**src/rtl/barcode_pkg.sv**
```systemverilog
// Shared types and constants for the SPI sample reader.
package barcode_pkg;

  typedef enum logic [1:0] {IDLE, SETUP, SHIFT, HOLD} spi_rd_state_t;

  localparam int SAMPLE_W = 32;

endpackage

```
**src/rtl/spi_sample_reader_sync_edge.sv**
```systemverilog
// Two-flop synchroniser for an asynchronous flag, with rising-edge detect
// taken between the second stage and its delayed copy.
module sync_edge (
  input  logic clk,
  input  logic reset,
  input  logic async_in,
  output logic rise
);

  logic stage1;
  logic stage2;
  logic stage2_d;

  always_ff @(posedge clk or posedge reset) begin
    if (reset) begin
      stage1   <= 1'b0;
      stage2   <= 1'b0;
      stage2_d <= 1'b0;
    end else begin
      stage1   <= async_in;
      stage2   <= stage1;
      stage2_d <= stage2;
    end
  end

  assign rise = stage2 & ~stage2_d;

endmodule

```
**src/rtl/spi_sample_reader.sv**
```systemverilog
// SPI initiator reading one WIDTH-bit word per frame, MSB first, sampling sdi
// on each rising sck and presenting the word with a one-cycle valid pulse.
module spi_sample_reader
  import barcode_pkg::*;
#(
  parameter int WIDTH    = SAMPLE_W,
  parameter int CLK_DIV  = 4,
  parameter int CE_SETUP = 2,
  parameter int AUTO     = 0
) (
  input  logic             clk,
  input  logic             reset,
  input  logic             start,
  input  logic             done_in,
  input  logic             clear_overrun,
  input  logic             sdi,
  output logic             sck,
  output logic             ce,
  output logic [WIDTH-1:0] sample_out,
  output logic             sample_valid,
  output logic             busy,
  output logic             overrun
);

  localparam int DIV_W = $clog2(CLK_DIV);
  localparam int GAP_W = $clog2(CE_SETUP + 1);
  localparam int BIT_W = $clog2(WIDTH + 1);

  spi_rd_state_t    state;
  spi_rd_state_t    next_state;
  logic [DIV_W-1:0] div_cnt;
  logic [GAP_W-1:0] gap_cnt;
  logic [BIT_W-1:0] bit_cnt;
  logic [WIDTH-1:0] shreg;
  logic             done_rise;
  logic             trigger;
  logic             div_tc;
  logic             gap_done;
  logic             last_fall;
  logic             ce_d;
  logic             busy_d;

  sync_edge u_done_sync (
    .clk      (clk),
    .reset    (reset),
    .async_in (done_in),
    .rise     (done_rise)
  );

  assign trigger   = start | ((AUTO != 0) && done_rise);
  assign div_tc    = (div_cnt == DIV_W'(CLK_DIV - 1));
  assign gap_done  = (gap_cnt == GAP_W'(CE_SETUP - 1));
  // The frame ends on the falling toggle that follows the WIDTH-th rising edge.
  assign last_fall = (state == SHIFT) && div_tc && sck && (bit_cnt == BIT_W'(WIDTH));

  always_ff @(posedge clk or posedge reset) begin
    if (reset) state <= IDLE;
    else       state <= next_state;
  end

  always_comb begin
    next_state = state;
    case (state)
      IDLE:    if (trigger)   next_state = SETUP;
      SETUP:   if (gap_done)  next_state = SHIFT;
      SHIFT:   if (last_fall) next_state = HOLD;
      HOLD:    if (gap_done)  next_state = IDLE;
      default:                next_state = IDLE;
    endcase
  end

  always_comb begin
    ce_d   = (next_state == SETUP) || (next_state == SHIFT);
    busy_d = (next_state != IDLE);
  end

  always_ff @(posedge clk or posedge reset) begin
    if (reset) begin
      div_cnt <= '0;
      gap_cnt <= '0;
      bit_cnt <= '0;
      shreg   <= '0;
      sck     <= 1'b0;
    end else begin
      if ((state == SETUP || state == HOLD) && !gap_done) gap_cnt <= gap_cnt + GAP_W'(1);
      else                                                gap_cnt <= '0;
      if (state == SHIFT) begin
        div_cnt <= div_tc ? '0 : div_cnt + DIV_W'(1);
        if (div_tc) begin
          sck <= ~sck;
          // sdi is taken in the same clk that raises sck; the responder moves on the fall.
          if (!sck) begin
            shreg   <= {shreg[WIDTH-2:0], sdi};
            bit_cnt <= bit_cnt + BIT_W'(1);
          end
        end
      end else begin
        div_cnt <= '0;
        bit_cnt <= '0;
        sck     <= 1'b0;
      end
    end
  end

  always_ff @(posedge clk or posedge reset) begin
    if (reset) begin
      ce           <= 1'b0;
      busy         <= 1'b0;
      sample_valid <= 1'b0;
      sample_out   <= '0;
      overrun      <= 1'b0;
    end else begin
      ce           <= ce_d;
      busy         <= busy_d;
      sample_valid <= last_fall;
      if (last_fall) sample_out <= shreg;
      if (trigger && state != IDLE) overrun <= 1'b1;
      else if (clear_overrun)       overrun <= 1'b0;
    end
  end

endmodule

```
**config.mk**
```make
export PLATFORM = sky130hd
export DESIGN_NAME = spi_sample_reader
export DESIGN_NICKNAME = d
export VERILOG_FILES = /design/src/rtl/barcode_pkg.sv /design/src/rtl/spi_sample_reader_sync_edge.sv /design/src/rtl/spi_sample_reader.sv
export SDC_FILE = /design/constraint.sdc
export NUM_CORES = 1
export LEC_CHECK = 0
export CORE_UTILIZATION = 54
export CTS_CLUSTER_DIAMETER = 50
export DETAILED_ROUTE_END_ITERATION = 12
export GPL_TIMING_DRIVEN = 0
export PLACE_DENSITY_LB_ADDON = 0.15
export SYNTH_ARGS = -nofsm -noshare
export SYNTH_HDL_FRONTEND = slang
export SYNTH_SLANG_ARGS = --single-unit
```
**constraint.sdc**
```tcl
create_clock -name clk -period 2.8 [get_ports clk]
set_input_delay 0.56 -clock clk [delete_from_list [all_inputs] [get_ports clk]]
set_output_delay 0.56 -clock clk [all_outputs]
set_load 0.01 [all_outputs]
```
==> metrics.md, run 1 <==
| Metric | Value |
|---|---|
| Min-delay src | gap_cnt[0]$_DFF_PP0_ |
| R2R Path End | ce$_DFF_PP0_ |
| RSZ-0062 raised after global routing | no |
| Io pins | 43 |
| Mapped Nets | 216 |
| Clk buf depth | 2 |
| Psw | 569.2 uW |
| Critical path launch point type | flip-flop |
| Clk sinks | 81 |
| Critical path's largest stage delay | 0.58 ns |
| Outcome | finished clean |
| Initial DRC count | 44 |
| Final Max Tran Viols | 0 |
| Mean post-synth cell area | 15.47 um^2 |
| Cts hold-fix bufs | 0 |
| Total wire length | 4756 um |
| Worst hold path type | reg -> reg |
| Cell area after synthesis | 0.003171 mm^2 |
| WHS Endpoint | gap_cnt[0]$_DFF_PP0_ |
| Library cells used by synthesis | 28 |
| Hold path cells | 1 |
| Average routed wire per standard cell | 14.24 um |
| Core Region | 0.005574 mm^2 |
| Max Cap Viol | 0 |
| Clock power frac | 35.0% |
| P per Cell Area | 613.8 mW/mm^2 |
| Post-CTS Setup Inserts | 0 |
| Power share of the combinational group | 11.6% |
| Fin. Hold Viols | 0 |
| #FFs+latches synth | 81 |
| N_diodes | 0 |
| ANT nets after route | 0 |
| R2r setup slk | 0.72 ns |
| Final net count | 269 |
| Sequential area share after synthesis | 63.93% |
| Clk_skew | 0.01307 ns |
| IO buf count | 41 |
| CP arrival | 2.31 ns |
| Sequential share of power | 53.3% |
| Number of global-route vias before repair | 1,662 |
| Post-cts resize count | 0 |
| CTS tree | built |
| Most frequent cells in the layout | dfrtp_1 (81), mux2_2 (64), clkdlybuf4s50_1 (41), clkbuf_8 (11), inv_1 (7) |
| CTS root buffer | clkbuf_8 |
| Final std cells w/o fill | 334 |
| First-pass GRT wire length | 8183 um |
| Critical path's slowest cell | nor4_4 |
| Worst r2r src | bit_cnt[0]$_DFFE_PP0P_ |
| RD Place Congestion | 0.7277 |
| GRT Residual Overflow | 0 |
| Cell-internal power | 1.823 mW |
| CP bufs+invs | 2 |
| Clock transition at path regs | 0.07 ns |
| Row count | 27 |
| Footprint of the multi-input gates | 0.001037 mm^2 |
| Commonest non-fill, non-tap cell in the layout | dfrtp_1 |
| Sw Ratio | 23.79% |
| Worst skew pair latency | 0.34 ns |
| Largest net degree at the start of global routing | 50 |
| Cells after synthesis | 205 |
| FF/Latch Area | 0.002027 mm^2 |
| Cell family with most CP delay | simple AND/OR/NAND/NOR gates |
| Worst slew margin | 57.81% |
| Tmin final | 2.083 ns |
| Full die area | 0.006182 mm^2 |
| Layout fillers | 387 |
| Initial antenna violation count | 0 |
| Fmax | 480.0 MHz |
| DIE WIDTH | 78.63 um |
| CP most frequent cell | ha_1 |
| Worst-path cell chain | inv_1 > ha_1 > nand4bb_1 > nor4_4 > buf_6 > a211oi_1 > ha_1 |
| TritonCTS Buffers | 9 |
| Global-route usage over all layers | 17.99% |
| Leakage power | 1.873 nW |
| Placed cells | 319 |
| Total power | 2.392 mW |
| Die H | 78.63 um |
| Detailed Routing Iterations Pass 1 | 4 |
| Final setup viols | 0 |
| Depth of the worst register-to-register path | 7 |
| Worst-margin pin slew | 0.6281 ns |
| Avg Vias per Cell | 5.039 |
| Max FO, Critical Path | 10 |
| Worst Setup End Kind | flip-flop |
| HPWL after detailed placement | 3183 um |
| Yosys warnings | 0 |
| Via count | 1,683 |
| H-tree levels | 3 |
| CP Data Required Time | 3.02 ns |
| VDD IR max | 413.0 uV |
| DRC viols | 0 |
| Fraction of layout instances using a drive strength above 1 | 33.97% |
| Fin crit share | 74.41% |
| Initial Util | 56.88% |
| Setup CP Type | reg -> reg |
| Layout Area Growth over Synthesis | 22.93% |
power by group through the flow:
stage          Combinational (mW)  Sequential [mW]  Clock, mW
6_report                    0.278             1.28      0.838
5_1_grt                     0.317             1.28      0.907
4_1_cts                     0.283             1.28      0.866
3_5_place_dp                0.281             1.30          0
3_3_place_gp                0.266             1.30          0
2_1_floorplan               0.180             1.30          0
how the worst max path moves through the flow:
stage	startpoint	to	slack (ns)	cells after the start
finish	bit_cnt[0]$_DFFE_PP0P_	ce$_DFF_PP0_	0.72	7
detailed placement	bit_cnt[0]$_DFFE_PP0P_	ce$_DFF_PP0_	0.68	7
floorplan	reset	bit_cnt[0]$_DFFE_PP0P_	0.16	1
global route	bit_cnt[0]$_DFFE_PP0P_	ce$_DFF_PP0_	0.54	7
CTS	bit_cnt[0]$_DFFE_PP0P_	ce$_DFF_PP0_	0.66	7
global placement	reset	gap_cnt[1]$_DFF_PP0_	-1.11	2
logic make-up after synthesis:
family,count (synthesis),synth area share [%]
buffers and inverters,16,3.354
XOR/XNOR,3,0.8289
AO/OA/AOI/OAI,11,2.013
multiplexers,65,23.05
flip-flops,81,63.93
AND/OR/NAND/NOR,24,4.854
adder cells (fa/ha/maj),5,1.973
routing by layer:
metal  up-vias  global-route usage, %  wire length [um]
li1        816                      -                 -
met1       836                  25.38              2295
met2        24                  25.30              2202
met3         7                  5.465               180
met4         0                  8.889                77
met5         -                      0                 0
final cells by class:
type,count,share of cell area [%]
flip-flops and latches,81,52.01
multi-input cells,108,26.61
repair buffers,42,11.24
clock buffers,13,4.077
well taps,72,2.311
plain buffers,8,1.958
clock inverters,2,0.9631
inverters,8,0.8347
cells in the mapped netlist:
cell type,instances,share of area (%)
a211o_1,1,0.28
nand2b_4,1,0.43
nor3_1,1,0.16
nor2b_1,3,0.59
nand2b_1,2,0.39
dfrtp_1,81,64
mux2_2,64,23
or3_1,1,0.20
nand3_1,1,0.16
o21ai_0,4,0.63
mux2i_1,1,0.32
nand4bb_1,1,0.36
o31ai_1,1,0.24
clkbuf_1,1,0.12
a21oi_1,4,0.63
buf_6,6,2.1
nor2_1,6,0.71
xor2_1,2,0.55
inv_1,8,0.95
nand3b_1,1,0.24
xnor2_1,1,0.28
nor4_4,1,0.67
or4_1,1,0.24
a211oi_1,1,0.24
buf_2,1,0.16
or3_2,1,0.24
nand2_1,4,0.47
ha_1,5,2.0
stage by stage:
step	cell area [um^2]	TNS [ns]	setup slack, ns	util, %	hold slack, ns
3_3_place_gp	3671	-89.51	-1.108	65.86	0.4246
3_5_place_dp	3701	0	0.6759	66.40	0.4317
2_1_floorplan	3171	0	0.1599	-	0.4091
5_1_grt	3897	0	0.5439	69.92	0.4583
4_1_cts	3897	0	0.6640	69.92	0.4421
6_report	3897	0	0.7167	69.92	0.4455
registers in the layout (all words and copies together) (netlist names):
signal	flops
sample_out	32
shreg	32
bit_cnt	6
div_cnt	2
gap_cnt	2
state	2
busy	1
ce	1
overrun	1
sample_valid	1
sck	1
Note: power is estimated with default switching activity, not from simulation.
==> inputs of run 2 (changes only) <==
--- a/config.mk
+++ b/config.mk
@@ -5,7 +5,7 @@
 export SDC_FILE = /design/constraint.sdc
 export NUM_CORES = 1
 export LEC_CHECK = 0
-export CORE_UTILIZATION = 54
+export CORE_UTILIZATION = 49
 export CTS_CLUSTER_DIAMETER = 50
 export DETAILED_ROUTE_END_ITERATION = 12
 export GPL_TIMING_DRIVEN = 0
==> constraint.sdc (replaced) <==
create_clock -name clk -period 1.77 [get_ports clk]
set_input_delay 0.354 -clock clk [delete_from_list [all_inputs] [get_ports clk]]
set_output_delay 0.354 -clock clk [all_outputs]
set_load 0.01 [all_outputs]
==> metrics.md, run 2 (synthesis results as in run 1) <==
| Metric | Value |
|---|---|
| H-tree levels | 3 (unchanged) |
| Sequential share of power | 52.9% (-0.4 points) |
| P per Cell Area | 949.1 mW/mm^2 (+55%) |
| Io pins | 43 (unchanged) |
| Initial Util | 52.01% (-4.9 points) |
| Core Region | 0.006096 mm^2 (+9.4%) |
| N_diodes | 0 (unchanged) |
| Number of global-route vias before repair | 1,697 (+2.1%) |
| Final WS setup | -0.0003633 ns (-0.7170 ns) |
| Commonest non-fill, non-tap cell in the layout | dfrtp_1 |
| Row count | 28 (+3.7%) |
| Fin crit share | 100.0% (+26 points) |
| VDD IR max | 601.9 uV (+46%) |
| DIE WIDTH | 82.44 um (+4.9%) |
| Sw Ratio | 24.19% (+0.40 points) |
| Total wire length | 4976 um (+4.6%) |
| Cell-internal power | 2.893 mW (+59%) |
| Total power | 3.817 mW (+60%) |
| Avg Vias per Cell | 5.125 (+1.7%) |
| Clock power frac | 34.8% (-0.2 points) |
| Initial antenna violation count | 0 (unchanged) |
| Worst-margin pin slew | 0.5464 ns (-0.08172 ns) |
| Largest net degree at the start of global routing | 37 (-26%) |
| TritonCTS Buffers | 9 (unchanged) |
| Clk sinks | 81 (unchanged) |
| Layout Utilization | 65.97% (-4.0 points) |
| Final Cell Area | 0.004021 mm^2 (+3.2%) |
| Worst slew margin | 63.50% (+5.7 points) |
| Tmin final | 1.770 ns (-0.3130 ns) |
| Die H | 82.44 um (+4.9%) |
| Most frequent cells in the layout | dfrtp_1 (81), mux2_2 (64), clkdlybuf4s50_1 (41), clkbuf_8 (11), inv_1 (6) |
| Worst hold path type | in -> async |
| CTS root buffer | clkbuf_8 |
| Placed cell areas | 0.003726 mm^2 (+0.68%) |
| Fmax | 564.9 MHz (+18%) |
| Critical path's slowest cell | dfrtp_1 |
| Outcome | finished, violations left |
| RSZ-0062 raised after global routing | yes |
| Worst skew pair latency | 0.34 ns (about the same) |
| Clk_skew | 0.006394 ns (-0.006671 ns) |
| Power share of the combinational group | 12.3% (+0.7 points) |
| CP Data Required Time | 1.99 ns (-1.03 ns) |
| Clk buf depth | 2 (unchanged) |
| Final std cells w/o fill | 343 (+2.7%) |
| Pre-CTS setup slack | -0.3804 ns (-1.056 ns) |
| Max Cap Viol | 0 (unchanged) |
| Clock transition at path regs | 0.08 ns (about the same) |
| Via count | 1,758 (+4.5%) |
| ANT nets after route | 0 (unchanged) |
| Worst Setup End Kind | flip-flop |
| Critical path launch point type | flip-flop |
| DRC viols | 0 (unchanged) |
| Full die area | 0.006796 mm^2 (+9.9%) |
| Final Max Tran Viols | 0 (unchanged) |
| Critical path's largest stage delay | 0.41 ns (-0.17 ns) |
| HPWL after detailed placement | 3269 um (+2.7%) |
| Placed cells | 323 (+1.3%) |
| Fin. Hold Viols | 0 (unchanged) |
| GRT Residual Overflow | 0 (unchanged) |
| IO buf count | 41 (unchanged) |
| CP bufs+invs | 3 (+1) |
| Leakage power | 1.923 nW (+2.6%) |
| RD Place Congestion | 0.7245 (-0.44%) |
| Fraction of layout instances using a drive strength above 1 | 38.06% (+4.1 points) |
| Detailed Routing Iterations Pass 1 | 3 (-1) |
| Layout Area Growth over Synthesis | 26.84% |
| Cell family with most CP delay | buffers and inverters |
| Setup TNS | -0.0003633 ns (-0.0003633 ns) |
| Violated checks | setup timing |
| Setup CP Type | reg -> reg |
| CTS tree | built |
| Final setup viols | 1 (+1) |
| Psw | 923.2 uW (+62%) |
| CP arrival | 1.99 ns (-0.32 ns) |
| Average routed wire per standard cell | 14.51 um (+1.9%) |
| Max FO, Critical Path | 10 (unchanged) |
| Worst-path cell chain | inv_2 > ha_4 > nand4bb_1 > nor4_4 > buf_6 > buf_8 > a211oi_1 > ha_1 |
| Hold_ws | 0.4092 ns (-0.03631 ns) |
| Cts hold-fix bufs | 0 (unchanged) |
| Biggest regs | sample_out (32), shreg (32), bit_cnt (6) |
| Initial DRC count | 90 (+100%) |
| Global-route usage over all layers | 16.95% (-1.0 points) |
| First-pass GRT wire length | 8273 um (+1.1%) |
| Final net count | 275 (+2.2%) |
## run 2: cell count changes in the layout (fill, tap and decap cells not counted), moves of 2 or more
| cell | delta |
|---|---|
| clkinv_2 | +2 |
| buf_4 | +4 |
| ha_1 | -2 |
| clkbuf_1 | -2 |
| buf_12 | +2 |
## run 2: cell type report
cell class	instances	area [um^2]
Fill cell	466	2074
Clock inverter	3	40.04
Clock buffer	12	155.1
Tap cell	75	93.84
Timing Repair Buffer	49	524.3
Sequential cell	81	2027
Buffer	7	85.08
Inverter	8	33.78
Multi-Input combinational cell	108	1062
## run 2: layer usage
| metal | GRT usage, % | share of wire, % | up-vias | wire length [um] |
|---|---|---|---|---|
| met1 | 23.10 | 47 | 892 | 2332 |
| met4 | 10.00 | 2.2 | 0 | 108 |
| li1 | - | - | 827 | - |
| met2 | 24.63 | 47 | 28 | 2359 |
| met5 | 0 | 0 | - | 0 |
| met3 | 4.066 | 3.5 | 11 | 175 |
## run 2: what timing repair did
item,in CTS,in global routing
pin swaps,2,0
setup endpoints to repair,67,65
gates cloned,0,1
gates resized for setup,4,6
setup buffers,3,2
## run 2: worst reg2reg max path: cells and delay by family, from the launching register on
kind                       cells  cell delay [ns]
buffers and inverters          3             0.44
AOI/OAI and AO/OA              1             0.06
DFF                            1             0.41
adders and majority gates      2             0.44
and+or+nand+nor                2             0.32
## run 2: path summary, 6_finish.rpt
path / from / to / depth (start not counted) / slack, ns
min in group clk: gap_cnt[0]$_DFF_PP0_ / gap_cnt[0]$_DFF_PP0_ / 1 / 0.44
max in group asynchronous: reset / bit_cnt[2]$_DFFE_PP0P_ / 3 / 0.82
hold / removal: reset / sample_out[18]$_DFFE_PP0P_ / 2 / 0.41
hold reg to reg: gap_cnt[0]$_DFF_PP0_ / gap_cnt[0]$_DFF_PP0_ / 1 / 0.44
setup / recovery: bit_cnt[0]$_DFFE_PP0P_ / ce$_DFF_PP0_ / 8 / -0.0004
setup reg to reg: bit_cnt[0]$_DFFE_PP0P_ / ce$_DFF_PP0_ / 8 / -0.0004
## run 2: power groups by stage
stage / sequential [mW] / combinational (mW) / clock [mW]
after floorplan: 2.06 / 0.285 / 0
after global placement: 2.05 / 0.423 / 0
after detailed placement: 2.06 / 0.464 / 0
after CTS: 2.02 / 0.474 / 1.37
after global routing: 2.03 / 0.530 / 1.47
final: 2.02 / 0.469 / 1.33
==> inputs of run 3 (changes only) <==
--- a/config.mk
+++ b/config.mk
@@ -5,7 +5,9 @@
 export SDC_FILE = /design/constraint.sdc
 export NUM_CORES = 1
 export LEC_CHECK = 0
-export CORE_UTILIZATION = 49
+export CELL_PAD_IN_SITES_DETAIL_PLACEMENT = 2
+export CELL_PAD_IN_SITES_GLOBAL_PLACEMENT = 2
+export CORE_UTILIZATION = 35
 export CTS_CLUSTER_DIAMETER = 50
 export DETAILED_ROUTE_END_ITERATION = 12
 export GPL_TIMING_DRIVEN = 0
==> metrics.md, run 3 (synthesis results as in run 1) <==
| Metric | Value |
|---|---|
| Final WS setup | -0.07773 ns (-0.07736 ns) |
| Depth of the worst register-to-register path | 7 (-1) |
| P per Cell Area | 922.5 mW/mm^2 (-2.8%) |
| Largest net degree at the start of global routing | 33 (-11%) |
| Final net count | 278 (+1.1%) |
| Final setup viols | 33 (+32) |
| Full die area | 0.009443 mm^2 (+39%) |
| Number of global-route vias before repair | 2,100 (+24%) |
| Initial antenna violation count | 0 (unchanged) |
| GRT Residual Overflow | 0 (unchanged) |
| Layout fillers | 852 (+83%) |
| Fin crit share | 104.4% (+4.4 points) |
| DIE WIDTH | 97.18 um (+18%) |
| Worst-margin pin slew | 0.5446 ns (-0.001808 ns) |
| CP arrival | 2.08 ns (+0.09 ns) |
| HPWL after detailed placement | 4014 um (+23%) |
| Critical path launch point type | flip-flop |
| Fmax | 541.2 MHz (-4.2%) |
| VDD IR max | 328.6 uV (-45%) |
| Clock transition at path regs | 0.08 ns (about the same) |
| Global-route usage over all layers | 14.00% (-2.9 points) |
| Total wire length | 6367 um (+28%) |
| Worst-path cell chain | inv_2 > ha_4 > nand4bb_1 > nor4_4 > buf_6 > buf_12 > mux2_2 |
| Fin. Hold Viols | 0 (unchanged) |
| Outcome | finished, violations left |
| H-tree levels | 3 (unchanged) |
| Critical path's slowest cell | dfrtp_1 |
| Placed cells | 356 (+10%) |
| Crit path depth | 7 (-1) |
| Max Cap Viol | 0 (unchanged) |
| Final std cells w/o fill | 380 (+11%) |
| Cell family with most CP delay | buffers and inverters |
| Leakage power | 1.955 nW (+1.7%) |
| Clock power frac | 35.0% (+0.2 points) |
| Placed cell areas | 0.003760 mm^2 (+0.91%) |
| Initial DRC count | 27 (-70%) |
| Sw Ratio | 26.48% (+2.3 points) |
| Clk_skew | 0.01084 ns (+0.004442 ns) |
| Psw | 1.020 mW (+10%) |
| ANT nets after route | 0 (unchanged) |
| Most frequent cells in the layout | dfrtp_1 (81), mux2_2 (43), clkdlybuf4s50_1 (41), mux2_4 (21), clkbuf_8 (9) |
| IO buf count | 41 (unchanged) |
| Detailed Routing Iterations Pass 1 | 4 (+1) |
| Cts hold-fix bufs | 0 (unchanged) |
| RSZ-0062 raised after global routing | yes |
| DRC viols | 0 (unchanged) |
| Core Region | 0.008763 mm^2 (+44%) |
| Worst skew pair latency | 0.35 ns (about the same) |
| First-pass GRT wire length | 10,560 um (+28%) |
| Critical path's largest stage delay | 0.41 ns (about the same) |
| Row count | 34 (+21%) |
| Worst Setup End Kind | flip-flop |
| CP Data Required Time | 2.00 ns (about the same) |
| CTS tree | built |
| Biggest regs | sample_out (32), shreg (32), bit_cnt (6) |
| Total power | 3.852 mW (+0.92%) |
| Io pins | 43 (unchanged) |
| Violated checks | setup timing |
| Max FO, Critical Path | 10 (unchanged) |
| Avg Vias per Cell | 4.837 (-5.6%) |
| CTS root buffer | clkbuf_8 |
| Sequential share of power | 52.4% (-0.5 points) |
| TritonCTS Buffers | 9 (unchanged) |
| CP bufs+invs | 3 (unchanged) |
| Power share of the combinational group | 12.6% (+0.3 points) |
| Layout Area Growth over Synthesis | 31.69% |
| Clk buf depth | 2 (unchanged) |
| RD Place Congestion | 0.6254 (-14%) |
| Worst hold path type | in -> async |
| Final Max Tran Viols | 0 (unchanged) |
| Clk sinks | 81 (unchanged) |
| N_diodes | 0 (unchanged) |
| Tmin final | 1.848 ns (+0.07736 ns) |
| Via count | 1,838 (+4.6%) |
| Fraction of layout instances using a drive strength above 1 | 40.07% (+2.0 points) |
| Initial Util | 36.18% (-16 points) |
| Commonest non-fill, non-tap cell in the layout | dfrtp_1 |
| Die H | 97.18 um (+18%) |
| Worst slew margin | 63.62% (+0.12 points) |
| Setup CP Type | reg -> reg |
| Average routed wire per standard cell | 16.76 um (+15%) |
| Cell-internal power | 2.832 mW (-2.1%) |
| Final Cell Area | 0.004175 mm^2 (+3.8%) |
[run 3: cell count changes in the layout (fill, tap and decap cells not counted), moves of 2 or more]
cell	previous run	this run
buf_4	4	6
mux2_4	0	21
buf_12	2	4
clkbuf_8	11	9
mux2_2	64	43
[run 3: path summary, 6_finish.rpt]
kind | startpoint | to | slack, ns
min reg2reg | gap_cnt[0]$_DFF_PP0_ | gap_cnt[0]$_DFF_PP0_ | 0.44
min | reset | shreg[16]$_DFFE_PP0P_ | 0.40
min in group clk | gap_cnt[0]$_DFF_PP0_ | gap_cnt[0]$_DFF_PP0_ | 0.44
max | bit_cnt[0]$_DFFE_PP0P_ | sample_out[14]$_DFFE_PP0P_ | -0.08
max in group asynchronous | reset | sample_out[3]$_DFFE_PP0P_ | 0.84
max reg2reg | bit_cnt[0]$_DFFE_PP0P_ | sample_out[14]$_DFFE_PP0P_ | -0.08
[run 3: repair_timing]
action / in CTS / in global routing
setup buffers: 6 / 2
cloned: 0 / 1
pin swaps: 2 / 2
endpoints found under the setup margin: 67 / 47
gates resized for setup: 17 / 19
[run 3: worst reg2reg max path, cell delays in order (launching register included)]
cell	delay [ns]
dfrtp_1	0.41
inv_2	0.09
ha_4	0.12
nand4bb_1	0.14
nor4_4	0.27
buf_6	0.22
buf_12	0.16
mux2_2	0.33
[run 3: stage by stage]
stage          setup TNS [ns]  setup slack [ns]  utilization (%)  hold slack [ns]
3_3_place_gp           -60.69           -0.5091            42.45           0.4248
3_5_place_dp           -23.15           -0.4437            42.90           0.4360
5_1_grt                -3.684           -0.1470            47.64           0.4493
2_1_floorplan          -2.010          -0.07406                -           0.4091
4_1_cts                -1.896          -0.08043            46.36           0.4180
6_report               -1.838          -0.07773            47.64           0.4045
[run 3: cell type report]
| cell class | instances | area (um^2) | area share (%) |
|---|---|---|---|
| buffer | 7 | 93.84 | 2.248 |
| clock buffer | 9 | 123.9 | 2.967 |
| clock inverter | 7 | 70.07 | 1.678 |
| inverter | 8 | 33.78 | 0.8091 |
| multi-input combinational | 108 | 1149 | 27.51 |
| sequential | 81 | 2027 | 48.55 |
| tap | 108 | 135.1 | 3.236 |
| timing repair buffer | 52 | 543.0 | 13.01 |
[run 3: power groups by stage]
| stage | Combinational, mW | Sequential (mW) | Clock [mW] |
|---|---|---|---|
| after floorplan | 0.285 | 2.06 | 0 |
| after global placement | 0.437 | 2.06 | 0 |
| after detailed placement | 0.472 | 2.06 | 0 |
| after CTS | 0.484 | 2.02 | 1.39 |
| after global routing | 0.551 | 2.03 | 1.46 |
| final | 0.484 | 2.02 | 1.35 |
[run 3: routing by layer]
layer / GRT usage, % / vias to the layer above / part of all wire, %
met3: 2.446 / 8 / 2.0
met4: 6.544 / 0 / 1.5
met5: 0 / - / 0
li1: - / 835 / -
met2: 21.72 / 29 / 48
met1: 19.09 / 966 / 49
